==> src/rtl/seg_pkg.sv <==
// Shared 7-segment display definitions: slot type, blank/dash patterns, digit table.
// leading_zero() backs the optional LEADING_ZERO_BLANK_EN build of seg_scan_ctrl.
package seg_pkg;

    typedef logic [1:0] slot_t;

    localparam logic [6:0] SEG_BLANK = 7'h7F;
    localparam logic [6:0] SEG_DASH  = 7'b0111111;

    // Active-low g..a patterns for digits 9 down to 0, packed so DIGIT_SEG[d] is digit d.
    localparam logic [9:0][6:0] DIGIT_SEG = {
        7'b0010000,
        7'b0000000,
        7'b1111000,
        7'b0000010,
        7'b0010010,
        7'b0011001,
        7'b0110000,
        7'b0100100,
        7'b1111001,
        7'b1000000
    };

    function automatic logic [6:0] bcd_to_seg(input logic [3:0] d);
        logic [6:0] pattern;
        if (d > 4'd9) begin
            pattern = SEG_DASH;
        end else begin
            pattern = DIGIT_SEG[d];
        end
        return pattern;
    endfunction

    // True when digit s and every digit above it are zero; digit 0 never qualifies.
    function automatic logic leading_zero(input logic [15:0] digits, input slot_t s);
        logic lz;
        case (s)
            2'd3:    lz = (digits[15:12] == 4'd0);
            2'd2:    lz = (digits[15:8] == 8'd0);
            2'd1:    lz = (digits[15:4] == 12'd0);
            default: lz = 1'b0;
        endcase
        return lz;
    endfunction

endpackage

==> src/rtl/seg_scan_ctrl_tick_div.sv <==
// Enabled modulo-DIV counter: tick is high for one cycle every DIV enabled cycles.
// The count holds while en is low, so a paused scan resumes exactly where it stopped.
module tick_div #(
    parameter int DIV = 2
) (
    input  logic clk,
    input  logic rst_n,
    input  logic en,
    output logic tick
);
    localparam int W = (DIV > 1) ? $clog2(DIV) : 1;

    logic [W-1:0] cnt;

    assign tick = en && (cnt == W'(DIV - 1));

    always_ff @(posedge clk or negedge rst_n) begin
        if (!rst_n) begin
            cnt <= '0;
        end else if (en) begin
            if (tick) begin
                cnt <= '0;
            end else begin
                cnt <= cnt + W'(1);
            end
        end
    end

endmodule

==> src/rtl/seg_scan_ctrl.sv <==
// Four-digit common-anode 7-segment scan controller with per-frame input snapshot and blink.
// Optional build macro LEADING_ZERO_BLANK_EN blanks leading zero digits (digit 0 always shown).
module seg_scan_ctrl
    import seg_pkg::*;
#(
    parameter int SCAN_DIV  = 100_000,
    parameter int BLINK_DIV = 50_000_000
) (
    input  logic        clk,
    input  logic        rst_n,
    input  logic        en,
    input  logic [15:0] bcd_in,
    input  logic [3:0]  blink_mask,
    input  logic [3:0]  dp_in,
    output logic [6:0]  seg,
    output logic        dp,
    output logic [3:0]  an,
    output logic        frame_done
);
    logic        scan_tick;
    logic        blink_tick;
    logic        wrap;
    logic        blink_phase;
    slot_t       slot;
    logic [15:0] shadow_bcd;
    logic [3:0]  shadow_blink;
    logic [3:0]  shadow_dp;
    logic [3:0]  cur_digit;
    logic        zero_blank;
    logic        blanked;
    logic [6:0]  next_seg;
    logic        next_dp;
    logic [3:0]  next_an;

    tick_div #(.DIV(SCAN_DIV)) u_scan_div (
        .clk  (clk),
        .rst_n(rst_n),
        .en   (en),
        .tick (scan_tick)
    );

    tick_div #(.DIV(BLINK_DIV)) u_blink_div (
        .clk  (clk),
        .rst_n(rst_n),
        .en   (1'b1),
        .tick (blink_tick)
    );

    assign wrap = scan_tick && (slot == 2'd3);

    always_comb begin
        cur_digit = shadow_bcd[{slot, 2'b00} +: 4];
`ifdef LEADING_ZERO_BLANK_EN
        zero_blank = leading_zero(shadow_bcd, slot);
`else
        zero_blank = 1'b0;
`endif
        blanked  = (shadow_blink[slot] && blink_phase) || zero_blank;
        next_seg = blanked ? SEG_BLANK : bcd_to_seg(cur_digit);
        next_dp  = blanked ? 1'b1 : ~shadow_dp[slot];
        next_an  = ~(4'b0001 << slot);
    end

    // Slot rotation, blink phase and the frame snapshot taken on the 3->0 wrap.
    always_ff @(posedge clk or negedge rst_n) begin
        if (!rst_n) begin
            slot         <= 2'd0;
            blink_phase  <= 1'b0;
            shadow_bcd   <= '0;
            shadow_blink <= '0;
            shadow_dp    <= '0;
        end else begin
            if (scan_tick) begin
                slot <= slot + 2'd1;
            end
            if (blink_tick) begin
                blink_phase <= ~blink_phase;
            end
            if (wrap) begin
                shadow_bcd   <= bcd_in;
                shadow_blink <= blink_mask;
                shadow_dp    <= dp_in;
            end
        end
    end

    // The slot-advance cycle drives all anodes off so the old digit never ghosts onto the next.
    always_ff @(posedge clk or negedge rst_n) begin
        if (!rst_n) begin
            an         <= 4'b1111;
            seg        <= SEG_BLANK;
            dp         <= 1'b1;
            frame_done <= 1'b0;
        end else if (!en) begin
            an         <= 4'b1111;
            seg        <= SEG_BLANK;
            dp         <= 1'b1;
            frame_done <= 1'b0;
        end else begin
            an         <= scan_tick ? 4'b1111 : next_an;
            seg        <= next_seg;
            dp         <= next_dp;
            frame_done <= wrap;
        end
    end

endmodule

==> config.mk <==
export PLATFORM = sky130hd
export DESIGN_NAME = seg_scan_ctrl
export DESIGN_NICKNAME = d
export VERILOG_FILES = /design/src/rtl/seg_pkg.sv /design/src/rtl/seg_scan_ctrl_tick_div.sv /design/src/rtl/seg_scan_ctrl.sv
export SDC_FILE = /design/constraint.sdc
export NUM_CORES = 1
export LEC_CHECK = 0
export ABC_AREA = 0
export CORE_ASPECT_RATIO = 1.5
export CORE_UTILIZATION = 53
export CTS_CLUSTER_SIZE = 24
export DETAILED_ROUTE_END_ITERATION = 10
export PLACE_DENSITY = 0.75
export SLEW_MARGIN = 20
export SYNTH_ARGS = -nofsm -noshare
export SYNTH_HDL_FRONTEND = slang
export SYNTH_SLANG_ARGS = --single-unit
==> constraint.sdc <==
create_clock -name clk -period 3.4 [get_ports clk]
set_input_delay 0.85 -clock clk [delete_from_list [all_inputs] [get_ports clk]]
set_output_delay 0.85 -clock clk [all_outputs]
set_load 0.02 [all_outputs]
==> metrics.txt <==
Worst Path Arrival around 2.8 ns; sequential-to-total area share from yosys stat 52.9%; DP Area 4420 um2; num rows 38; Hold WS 0.466 ns; TritonCTS clock tree built; Final Critical Period 2.55 ns; min-delay src blink_phase$_DFFE_PN0N_; PortBufs 39; crit start category input port; CTS Sinks 83; Hold WC Path Type reg2reg; antenna fix cells 0; share of layout cells above drive strength 1 18.9%; Synth top cells by count 71 x dfrtp_1, 25 x mux2_2, 23 x nor2_1, 22 x nand2_1, 18 x xnor2_1; worst hold stages 1; Yosys top cell area share 44.9%; R2R cell count 4; # resized after CTS 0; synthesized area approximately 4000 um2; post-synthesis register bit count 83; worst-path fanout max 24; Via-to-Cell Ratio 5.69; 1st-pass router iterations 4; Die H 108 um; ys async rst share 100%; Pwr Density roughly 430 nW/um2; Main synth FF type dfrtp_1; antenna violations before repair 0; Worst EP required 3.64 ns; setup slack, reg-to-reg between 1 and 1.5 ns; setup violators final 0; Setup TNS 0 ns; fin crit share 75.0%; Reg clk slew, reported paths 0.08 ns; Syn. warnings 0; Critical R2R Launch u_blink_div.cnt[9]$_DFF_PN0_; clock root buffer clkbuf_8; vias in the first global route 2,748; Worst-Margin Slew 0.731 ns; number of synthesized flops with an enable pin 0; normalized max-slew margin 51.2%; Final Hold Fails 0; Starting Density 54.7%; Worst setup EP type flip-flop; clk_lat worst skew 0.35 ns; initial DRC count ~160; distinct cell type count after synthesis 45; Die Footprint 7820 um2; RSZ-0062 raised after global routing no; post-synth top area cell dfrtp_1; drt drc 0; routability cong. around 0.85; Num CTS Buffers 9; GR Overflow Total 0; max-cap viol count 0; Worst Hold End blink_phase$_DFFE_PN0N_; I/O Pins 40; Mapped Cells 341; final non-filler cell area approximately 4700 um2; syn_area_per_cell between 10 and 15 um2; GRT Total Usage 21.3%; setup bufs post-CTS 0; count leader, synth dfrtp_1; number of H-tree levels 3; fmax approximately 390 MHz; Die Wd 72.5 um; Post-layout nets approximately 420; clk buf depth 2; Synth area leaders dfrtp_1 45%, dfstp_2 8.0%, mux2_2 7.1%; Layout area overhead 17.6%; Hold-fix buffers, CTS 0; Routed Antenna Nets 0; WL per Instance 15.2 um; Post-Syn Nets 379; first-pass GRT wire length 12,600 um; VDD IR max roughly 0.3 mV; Crit Path Class in2reg; HPWL Detailed 5180 um; Max Slew Vio Count 0; largest net degree at the start of global routing 84; final wirelength 7370 um; Pleak 1.99 nW; status finished, final reports clean; core area roughly 7200 um2; r2r endpoint blink_phase$_DFFE_PN0N_; setup clock skew after layout 0.00529 ns; vias post-DR 2,763
==> worst max-delay path, cell delays in order <==
cell	delay, ns
clkdlybuf4s50_1	0.48
and2_1	0.30
nand4_1	0.30
nor2_2	0.17
buf_4	0.29
mux2_2	0.38
==> how the worst max path moves through the flow <==
| stage | slack (ns) | to | startpoint |
|---|---|---|---|
| global placement | 0.56 | shadow_bcd[8]$_DFFE_PN0P_ | en |
| CTS | 0.86 | shadow_bcd[6]$_DFFE_PN0P_ | en |
| detailed placement | 0.48 | shadow_bcd[4]$_DFFE_PN0P_ | en |
| finish | 0.85 | shadow_bcd[6]$_DFFE_PN0P_ | en |
| floorplan | 0.99 | shadow_bcd[0]$_DFFE_PN0P_ | en |
| global route | 0.73 | shadow_bcd[8]$_DFFE_PN0P_ | en |
==> report_power, final <==
group	total (mW)	switching (mW)	leakage (nW)	internal, mW
logic	0.130	0.0659	0.795	0.0644
registers	1.06	0.0335	1.08	1.02
clock network	0.793	0.340	0.113	0.453
total	1.98	0.439	1.99	1.54
==> cell usage in the layout (no fill, tap or decap), types with 4 or more instances in the layout <==
master	instances
nand3_1	16
dfrtp_1	71
xor2_1	11
nor4_1	4
inv_1	12
clkdlybuf4s50_1	38
and4_1	4
a21oi_1	10
clkbuf_8	11
or3_1	5
o21ai_0	13
xnor2_1	18
o211ai_1	5
nor2_1	22
nand2_1	22
mux2_2	25
ha_1	11
nand4_1	10
mux4_2	6
and3_1	4
nor3_1	7
dfstp_2	12
nand2b_1	5
==> sequential cells by signal, summed over array words and instances, names as in the netlist, 2 cells and up <==
name / flops
seg: 7
u_scan_div.cnt: 17
shadow_bcd: 16
slot: 2
u_blink_div.cnt: 26
shadow_blink: 4
an: 4
shadow_dp: 4
==> layout make-up <==
class                           instances  area, um2
Timing Repair Buffer                   42        414
Tap cell                              100        125
Sequential cell                        83       2090
Clock buffer                           12        155
Fill cell                             591       2570
Inverter                               12       45.0
Clock inverter                          4       72.6
Multi-Input combinational cell        233       1750
==> per-layer routing <==
layer  track usage (%)  routed length, um
met1              25.2               3030
met2              35.8               3950
met3              5.99                271
met4              8.82                129
met5                 0                  0
==> logic make-up after synthesis <==
logic type,count (synthesis),share of synthesized area (%)
simple gates,122,17.3
flops,83,52.9
fa+ha+maj,11,3.48
compound gates,38,5.85
mux,33,11.0
xor+xnor,29,6.42
buf+inv,25,3.00
==> through the flow <==
step                      utilization [%]  worst slack [ns]  total power [mW]  cells
after global placement               61.2             0.557              1.20    470
after global routing                 64.4             0.728              2.07    486
after detailed placement             61.2             0.480              1.21    470
final                                64.4             0.851              1.98    486
after CTS                            64.3             0.863              2.00    486
after floorplan                         -             0.991              1.13    341
Note: power is estimated with default switching activity, not from simulation.
